[config.mk]
export PLATFORM = sky130hd
export DESIGN_NAME = frame_loader_flat
export DESIGN_NICKNAME = d
export VERILOG_FILES = /design/src/rtl/frame_loader_if.sv /design/src/rtl/frame_loader.sv /design/src/flat_wrapper.sv
export SDC_FILE = /design/constraint.sdc
export NUM_CORES = 1
export LEC_CHECK = 0
export BUFFER_PORTS_ARGS = -buffer_cell sky130_fd_sc_hd__buf_2
export CAP_MARGIN = 20
export CORE_ASPECT_RATIO = 0.8
export CORE_MARGIN = 2
export CORE_UTILIZATION = 45
export DETAILED_ROUTE_END_ITERATION = 8
export GPL_TIMING_DRIVEN = 0
export PLACE_DENSITY_LB_ADDON = 0.15
export SLEW_MARGIN = 15
export SYNTH_ARGS = -nofsm -noshare
export SYNTH_HDL_FRONTEND = slang
export SYNTH_SLANG_ARGS = --single-unit
[constraint.sdc]
create_clock -name clk -period 2.5 [get_ports clk]
set_input_delay 0.125 -clock clk [delete_from_list [all_inputs] [get_ports clk]]
set_output_delay 0.125 -clock clk [all_outputs]
set_load 0.1 [all_outputs]
[src/rtl/frame_loader_if.sv]
// rtl/frame_loader_if.sv - command, pixel-stream and frame-buffer write signals of frame_loader
//
// Purpose: groups every non-clock, non-reset signal of frame_loader into one bundle.
// Ports (slave = loader side):
//   start_load, start_clear, fill_value      command pulses and the clear fill byte
//   pix_data, pix_valid, pix_ready           incoming pixel stream handshake
//   wren, wraddress, data                    frame-buffer write port
//   busy, done, frame_count                  status
interface frame_loader_if;
   logic        start_load;
   logic        start_clear;
   logic [7:0]  fill_value;
   logic [7:0]  pix_data;
   logic        pix_valid;
   logic        pix_ready;
   logic        wren;
   logic [17:0] wraddress;
   logic [31:0] data;
   logic        busy;
   logic        done;
   logic [7:0]  frame_count;

   modport slave (
      input  start_load, start_clear, fill_value, pix_data, pix_valid,
      output pix_ready, wren, wraddress, data, busy, done, frame_count
   );

   modport master (
      output start_load, start_clear, fill_value, pix_data, pix_valid,
      input  pix_ready, wren, wraddress, data, busy, done, frame_count
   );
endinterface

[src/rtl/frame_loader.sv]
// rtl/frame_loader.sv - streams or fills one image of pixels into a frame buffer
//
// Purpose: a load accepts IMG_W*IMG_H bytes over a valid/ready handshake and writes
// each to BASE_ADDR+index; a clear writes a latched fill byte to the same area at one
// pixel per cycle. Writes are registered and appear the cycle after acceptance.
// Ports:
//   clk    single clock
//   reset  asynchronous, active-low reset
//   bus    frame_loader_if.slave (commands, pixel stream, write port, status)
module frame_loader #(
   parameter int          IMG_W     = 256,
   parameter int          IMG_H     = 256,
   parameter logic [17:0] BASE_ADDR = 18'h0
) (
   input  logic          clk,
   input  logic          reset,
   frame_loader_if.slave bus
);
   localparam int          TOTAL    = IMG_W * IMG_H;
   localparam logic [17:0] LAST_IDX = 18'(TOTAL - 1);

   typedef enum logic [1:0] {IDLE, LOAD, CLEAR, FINISH} state_t;

   state_t      state;
   state_t      state_next;
   logic [17:0] idx;
   logic [7:0]  fill_q;
   logic        was_load;
   logic [7:0]  frame_count_q;
   logic        wren_q;
   logic [17:0] wraddress_q;
   logic [31:0] data_q;
   logic        accept;
   logic        write_now;
   logic        last_pix;
   logic [7:0]  pix_byte;

   assign accept    = (state == LOAD) && bus.pix_valid;
   assign write_now = accept || (state == CLEAR);
   assign last_pix  = (idx == LAST_IDX);
   assign pix_byte  = (state == CLEAR) ? fill_q : bus.pix_data;

   always_ff @(posedge clk or negedge reset) begin
      if (!reset) begin
         state <= IDLE;
      end else begin
         state <= state_next;
      end
   end

   // Start pulses are only looked at in IDLE; load has priority over clear.
   always_comb begin
      state_next = state;
      case (state)
         IDLE: begin
            if (bus.start_load) begin
               state_next = LOAD;
            end else if (bus.start_clear) begin
               state_next = CLEAR;
            end
         end
         LOAD: begin
            if (accept && last_pix) begin
               state_next = FINISH;
            end
         end
         CLEAR: begin
            if (last_pix) begin
               state_next = FINISH;
            end
         end
         FINISH:  state_next = IDLE;
         default: state_next = IDLE;
      endcase
   end

   always_ff @(posedge clk or negedge reset) begin
      if (!reset) begin
         idx           <= '0;
         fill_q        <= '0;
         was_load      <= 1'b0;
         frame_count_q <= '0;
         wren_q        <= 1'b0;
         wraddress_q   <= '0;
         data_q        <= '0;
      end else begin
         wren_q <= write_now;
         if (write_now) begin
            wraddress_q <= BASE_ADDR + idx;
            data_q      <= {24'h0, pix_byte};
            idx         <= idx + 18'd1;
         end
         if (state == IDLE) begin
            idx <= '0;
            if (bus.start_load) begin
               was_load <= 1'b1;
            end else if (bus.start_clear) begin
               was_load <= 1'b0;
               fill_q   <= bus.fill_value;
            end
         end
         // Only completed loads count as frames; clears leave the counter alone.
         if (state == FINISH && was_load) begin
            frame_count_q <= frame_count_q + 8'd1;
         end
      end
   end

   assign bus.pix_ready   = (state == LOAD);
   assign bus.busy        = (state != IDLE);
   assign bus.done        = (state == FINISH);
   assign bus.wren        = wren_q;
   assign bus.wraddress   = wraddress_q;
   assign bus.data        = data_q;
   assign bus.frame_count = frame_count_q;
endmodule

[src/flat_wrapper.sv]
// flat-port wrapper written by rule: the top's interface ports become plain ports
module frame_loader_flat 
#(
   parameter int          IMG_W     = 256,
   parameter int          IMG_H     = 256,
   parameter logic [17:0] BASE_ADDR = 18'h0
)
  (clk, reset, bus_start_load, bus_start_clear, bus_fill_value, bus_pix_data, bus_pix_valid, bus_pix_ready, bus_wren, bus_wraddress, bus_data, bus_busy, bus_done, bus_frame_count);
  frame_loader_if bus_i ();
  input  logic clk;
  input  logic reset;
  input wire logic [$bits(bus_i.start_load)-1:0] bus_start_load;
  input wire logic [$bits(bus_i.start_clear)-1:0] bus_start_clear;
  input wire logic [$bits(bus_i.fill_value)-1:0] bus_fill_value;
  input wire logic [$bits(bus_i.pix_data)-1:0] bus_pix_data;
  input wire logic [$bits(bus_i.pix_valid)-1:0] bus_pix_valid;
  output wire logic [$bits(bus_i.pix_ready)-1:0] bus_pix_ready;
  output wire logic [$bits(bus_i.wren)-1:0] bus_wren;
  output wire logic [$bits(bus_i.wraddress)-1:0] bus_wraddress;
  output wire logic [$bits(bus_i.data)-1:0] bus_data;
  output wire logic [$bits(bus_i.busy)-1:0] bus_busy;
  output wire logic [$bits(bus_i.done)-1:0] bus_done;
  output wire logic [$bits(bus_i.frame_count)-1:0] bus_frame_count;
  assign bus_i.start_load = bus_start_load;
  assign bus_i.start_clear = bus_start_clear;
  assign bus_i.fill_value = bus_fill_value;
  assign bus_i.pix_data = bus_pix_data;
  assign bus_i.pix_valid = bus_pix_valid;
  assign bus_pix_ready = bus_i.pix_ready;
  assign bus_wren = bus_i.wren;
  assign bus_wraddress = bus_i.wraddress;
  assign bus_data = bus_i.data;
  assign bus_busy = bus_i.busy;
  assign bus_done = bus_i.done;
  assign bus_frame_count = bus_i.frame_count;
  frame_loader #(.IMG_W(IMG_W), .IMG_H(IMG_H), .BASE_ADDR(BASE_ADDR)) u_core (.clk(clk), .reset(reset), .bus(bus_i));
endmodule
Word level (Yosys, flattened, before mapping)
Cells that the tools add are included.

Register bits after elaboration: 64. Bits of input ports: 21. Output and inout port bits: 62. Logic and storage cells: 39.

$add $sub $neg: 2. Equal/unequal tests: 7. Multiplexer cells: 10. Bitwise operators: 1. Reductions and logical operators: 11.

Operator list (count): $mux W18 (2); $add A18 B1 Y18 const B (1); $eq A18 B16 Y1 const B (1); $add A8 B1 Y8 const B (1); $mux W2 (4); $mux W8 (1); $pmux W2 S4 (1); $reduce_and A3 Y1 (2); $reduce_bool A2 Y1 (3); $eq A2 B2 Y1 const B (2); $ne A2 B1 Y1 const B (2); $logic_and A1 B1 Y1 (3); $ne A3 B3 Y1 const B (1); $eq A2 B1 Y1 const B (1); $logic_not A2 Y1 (1); $mux W1 (2); $reduce_and A2 Y1 (1); $logic_or A1 B1 Y1 (1); $not A1 Y1 (1).

Logic depth before layout (Yosys ltp)
Depth in word-level cells: 5. Gate-level depth with buffers: 9. Gate-level depth less buffers: 7.

Worst setup path after synthesis
OpenSTA, ideal clock, no wires.

Kind: flip-flop to flip-flop. Start point: register u_core.state[1]. End point: register u_core.idx[17]. Data arrival time: 2508 ps. Data required time: 2422 ps. Setup slack: -87 ps. Stages on the path, launching flop included: 8. Period minus slack after synthesis: 2587 ps. Cells stage by stage: dfrtp_1 inv_1 ha_1 a21oi_1 inv_2 nand2_1 or4_1 a21oi_1.

Cells in the longest elaborated chain, start to end: 4. Elaborated cells between the ends (all ways): 7.

Ends and longest elaborated chain: start: declaration (line frame_loader.sv:24) `state_t state;`; start signal: assignment (line frame_loader.sv:47) `state <= state_next;`; $eq A2 B1 Y1; net bus_pix_ready (line flat_wrapper.sv:17) `output wire logic [$bits(bus_i.pix_ready)-1:0] bus_pix_ready;`; $logic_and A1 B1 Y1 (line frame_loader.sv:38) `assign accept = (state == LOAD) && bus.pix_valid;`; $logic_or A1 B1 Y1 (line frame_loader.sv:39) `assign write_now = accept || (state == CLEAR);`; $reduce_bool A2 Y1 (no line); end signal: assignment (line frame_loader.sv:91) `idx <= idx + 18'd1;`; end: declaration (line frame_loader.sv:26) `logic [17:0] idx;`.

The timed path passes the listed nets, and every way through them passes these cells. A chain may end at the register's enable or synchronous reset.

Worst setup path in the final report
Start point: register u_core.state[0]. End point: register u_core.wraddress_q[11] (netlist: u_core.bus.wraddress[11]).

Cells in the longest elaborated chain, start to end: 3. Elaborated cells between the ends (all ways): 4.

Ends and longest elaborated chain: $eq A2 B1 Y1 (line frame_loader.sv:38); $logic_and A1 B1 Y1 (line frame_loader.sv:38); $logic_or A1 B1 Y1 (*) (line frame_loader.sv:39); end signal: assignment (line frame_loader.sv:89) `wraddress_q <= BASE_ADDR + idx;`; end: declaration (line frame_loader.sv:31) `logic [17:0] wraddress_q;`.

Mark *: on every way between the ends. The rest lies on a longest branch, timed or not.

==> results.py <==
metrics = {
    "cells_and_area": {
        "nets": 421,
        "drive_above_1_share": 0.286,
        "seqCellArea_mm2": 0.00160,
        "multiInputGateArea_mm2": 0.00126,
        "fillers": 600,
        "areaGrowthSynthToFinish_pct": 24.5,
        "diodes": 0,
        "final_util": 0.585,
    },
    "placement": {
        "gp_congestion": 0.741,
        "portBuffers": 58,
        "hpwl_um": 4420,
    },
    "synth": {
        "async_flop_share": 1.00,
        "ys_top_cells_by_area": "dfrtp_1 53%, nand2_1 8.5%, buf_4 6.2%",
        "synth-seq-area-share": 0.526,
        "synth_top_flop_cell": "dfrtp_1",
        "synth_common_cells": "69 x nand2_1, 64 x dfrtp_1, 25 x buf_4",
        "ys_seq_elements": 64,
        "synth_most_common_cell": "nand2_1",
        "synth_edf_count": 0,
        "ys_warn_count": 0,
        "syn_area_per_cell_um2": 10.2,
        "syn_inst": 299,
        "yosys.area.top_type": "dfrtp_1",
        "netlist_area_mm2": 0.00304,
        "ys_types": 41,
        "yosys.area.top_type_share": 0.526,
    },
    "clock_network": {
        "htreeDepth": 3,
        "numClockSinks": 64,
        "cts_tree": "built",
        "numCtsBuffers": 9,
        "cts_setup_buffers": 0,
        "cts_buffer_depth": 2,
        "clockRootBuffer": "clkbuf_8",
        "insertion_delay_ps": 330,
        "clk_pin_slew_ps": 70,
    },
    "flow_run": {
        "maxCapViolCount": 0,
    },
    "grt": {
        "grt_max_degree": 38,
        "grt_pass1_wl_um": 10000,
        "antenna_found_initial": 0,
        "overflow": 0,
        "first_global_vias": 2071,
        "grt_usage": 0.177,
    },
    "outcome": {
        "status": "finished clean",
    },
    "setup_path": {
        "worstSetupEndpointType": "flop",
        "crit_top_cell": "clkbuf_1",
        "critPathMaxStageDelay_ps": 390,
        "arrival_ps": 2420,
        "critPathLaunchType": "flop",
        "path_cells": "inv_1, ha_1, buf_4, a21oi_1, clkbuf_1, clkbuf_1, o21ai_0",
        "cp.required_ps": 2700,
        "crit_type": "flop to flop",
        "crit_fanout": 10,
        "cp_slowest_cell": "dfrtp_1",
    },
    "floorplan": {
        "fp-row-count": 26,
        "io_pins": 83,
        "die_h_um": 77.6,
        "initial_core_util": 0.470,
        "dieArea_mm2": 0.00744,
        "core_area_mm2": 0.00647,
        "die_w_um": 95.9,
    },
    "sta": {
        "setup_viol": 0,
        "fin_setup_tns_ps": 0,
        "rsz0062_at_grt": "no",
        "final_max_slew_viol_count": 0,
        "clock_skew_ps": 7.39,
        "hold_viol": 0,
        "fmax_mhz": 451,
        "min_period_ps": 2220,
        "relSlewSlack": 0.649,
        "worst_pin_slew_ps": 527,
        "fin_crit_sh": 0.888,
    },
    "routing": {
        "via_per_inst": 4.76,
        "wl_per_cell_um": 12.4,
        "dr_total_vias": 2301,
        "drc": 0,
        "firstDrtPassIters": 4,
        "drt_iter0_drc": 104,
        "wirelength_um": 5990,
        "postRouteAntennaNets": 0,
    },
    "power_and_ir_drop": {
        "power.density_mw_per_mm2": 1270,
        "ir_drop_uv": 730,
        "power_leakage_nw": 1.98,
    },
    "hold_path": {
        "min_path_type": "primary input to flop",
    },
}
## cell usage in the layout, fill, tap and decap left out, types with 3 or more instances in the layout
| cell | count |
|---|---|
| a21oi_1 | 11 |
| and4_1 | 4 |
| buf_2 | 58 |
| buf_4 | 26 |
| clkbuf_1 | 9 |
| clkbuf_8 | 13 |
| conb_1 | 24 |
| dfrtp_1 | 64 |
| ha_1 | 5 |
| inv_1 | 6 |
| mux2_1 | 3 |
| mux2_2 | 6 |
| mux2i_1 | 10 |
| nand2_1 | 69 |
| nand3_1 | 7 |
| nand4_1 | 3 |
| nor2_1 | 10 |
| o21ai_0 | 13 |
| o31ai_1 | 7 |
| or4_1 | 7 |
| xnor2_1 | 8 |
| xor2_1 | 7 |
## cell type report
type | count | share of cell area
clock inverters | 2 | 0.00925
flip-flops and latches | 64 | 0.423
inverters | 7 | 0.00694
clock buffers | 14 | 0.0482
repair buffers | 61 | 0.0878
well taps | 84 | 0.0277
multi-input cells | 214 | 0.333
plain buffers | 37 | 0.0641
## registers in the layout, indices dropped and copies added (netlist names)
signal / cells
u_core.bus.wraddress: 18
u_core.idx: 18
u_core.bus.data: 8
u_core.bus.frame_count: 8
u_core.fill_q: 8
u_core.state: 2
u_core.bus.wren: 1
u_core.was_load: 1
## worst max-delay path, delay by kind of cell, from the launching register on
kind / cells / cell delay (ps)
AOI/OAI and AO/OA: 2 / 480
adders and majority gates: 1 / 200
buffers and inverters: 4 / 1020
DFF: 1 / 390
## per-layer routing
layer / wire length (um) / track usage
met1: 2980 / 0.252
met2: 2530 / 0.255
met3: 388 / 0.0534
met4: 89 / 0.0600
met5: 0 / 0
## logic make-up (layout without fill, tap and decap cells)
logic type,count (synthesis),in the layout,share of synthesized area
muxes,19,19,0.0662
adders and majority gates,6,6,0.0247
and+or+nand+nor,115,115,0.184
AOI/OAI and AO/OA,35,35,0.0666
buffers and inverters,44,121,0.0880
xor gates and xnor gates,15,15,0.0432
other,1,24,0.00123
DFF,64,64,0.526
## timing repair
action,CTS,global route
gates resized for setup,0,2
endpoints found under the setup margin,0,10
hold buffers,2,0
hold endpoints to repair,28,0
## metrics by stage
stage / cells / total power (W) / area, um^2 / setup WS, ps / hold slack, ps
6_report: 483 / 0.00480 / 3790 / 281 / 16.2
5_1_grt: 483 / 0.00509 / 3790 / 71.3 / 1.44
4_1_cts: 483 / 0.00485 / 3790 / 158 / 3.84
3_5_place_dp: 465 / 0.00390 / 3550 / 182 / 68.3
3_3_place_gp: 464 / 0.00385 / 3530 / 200 / 338
2_1_floorplan: 322 / 0.00346 / 3130 / 294 / -171
## final timing paths
kind,startpoint,end,slack (ps),cells past startpoint
min in group asynchronous,reset,u_core.bus.wren$_DFF_PN0_,250,2
max in group asynchronous,reset,u_core.idx[3]$_DFFE_PN0P_,1740,3
hold / removal,bus_fill_value[5],u_core.fill_q[5]$_DFFE_PN0P_,20,2
setup reg to reg,u_core.state[0]$_DFFE_PN0P_,u_core.bus.wraddress[11]$_DFFE_PN0P_,280,7
setup / recovery,u_core.state[0]$_DFFE_PN0P_,u_core.bus.wraddress[11]$_DFFE_PN0P_,280,7
hold reg to reg,u_core.bus.wraddress[12]$_DFFE_PN0P_,u_core.bus.wraddress[12]$_DFFE_PN0P_,460,2
## power by group
part,leakage (nW),internal [W],switching (W)
Clock,0.113,0.000568,0.000368
Sequential,0.845,0.00128,0.000157
Combinational,1.02,0.000479,0.00194
Total,1.98,0.00233,0.00247
Note: power is estimated with default switching activity, not from simulation.
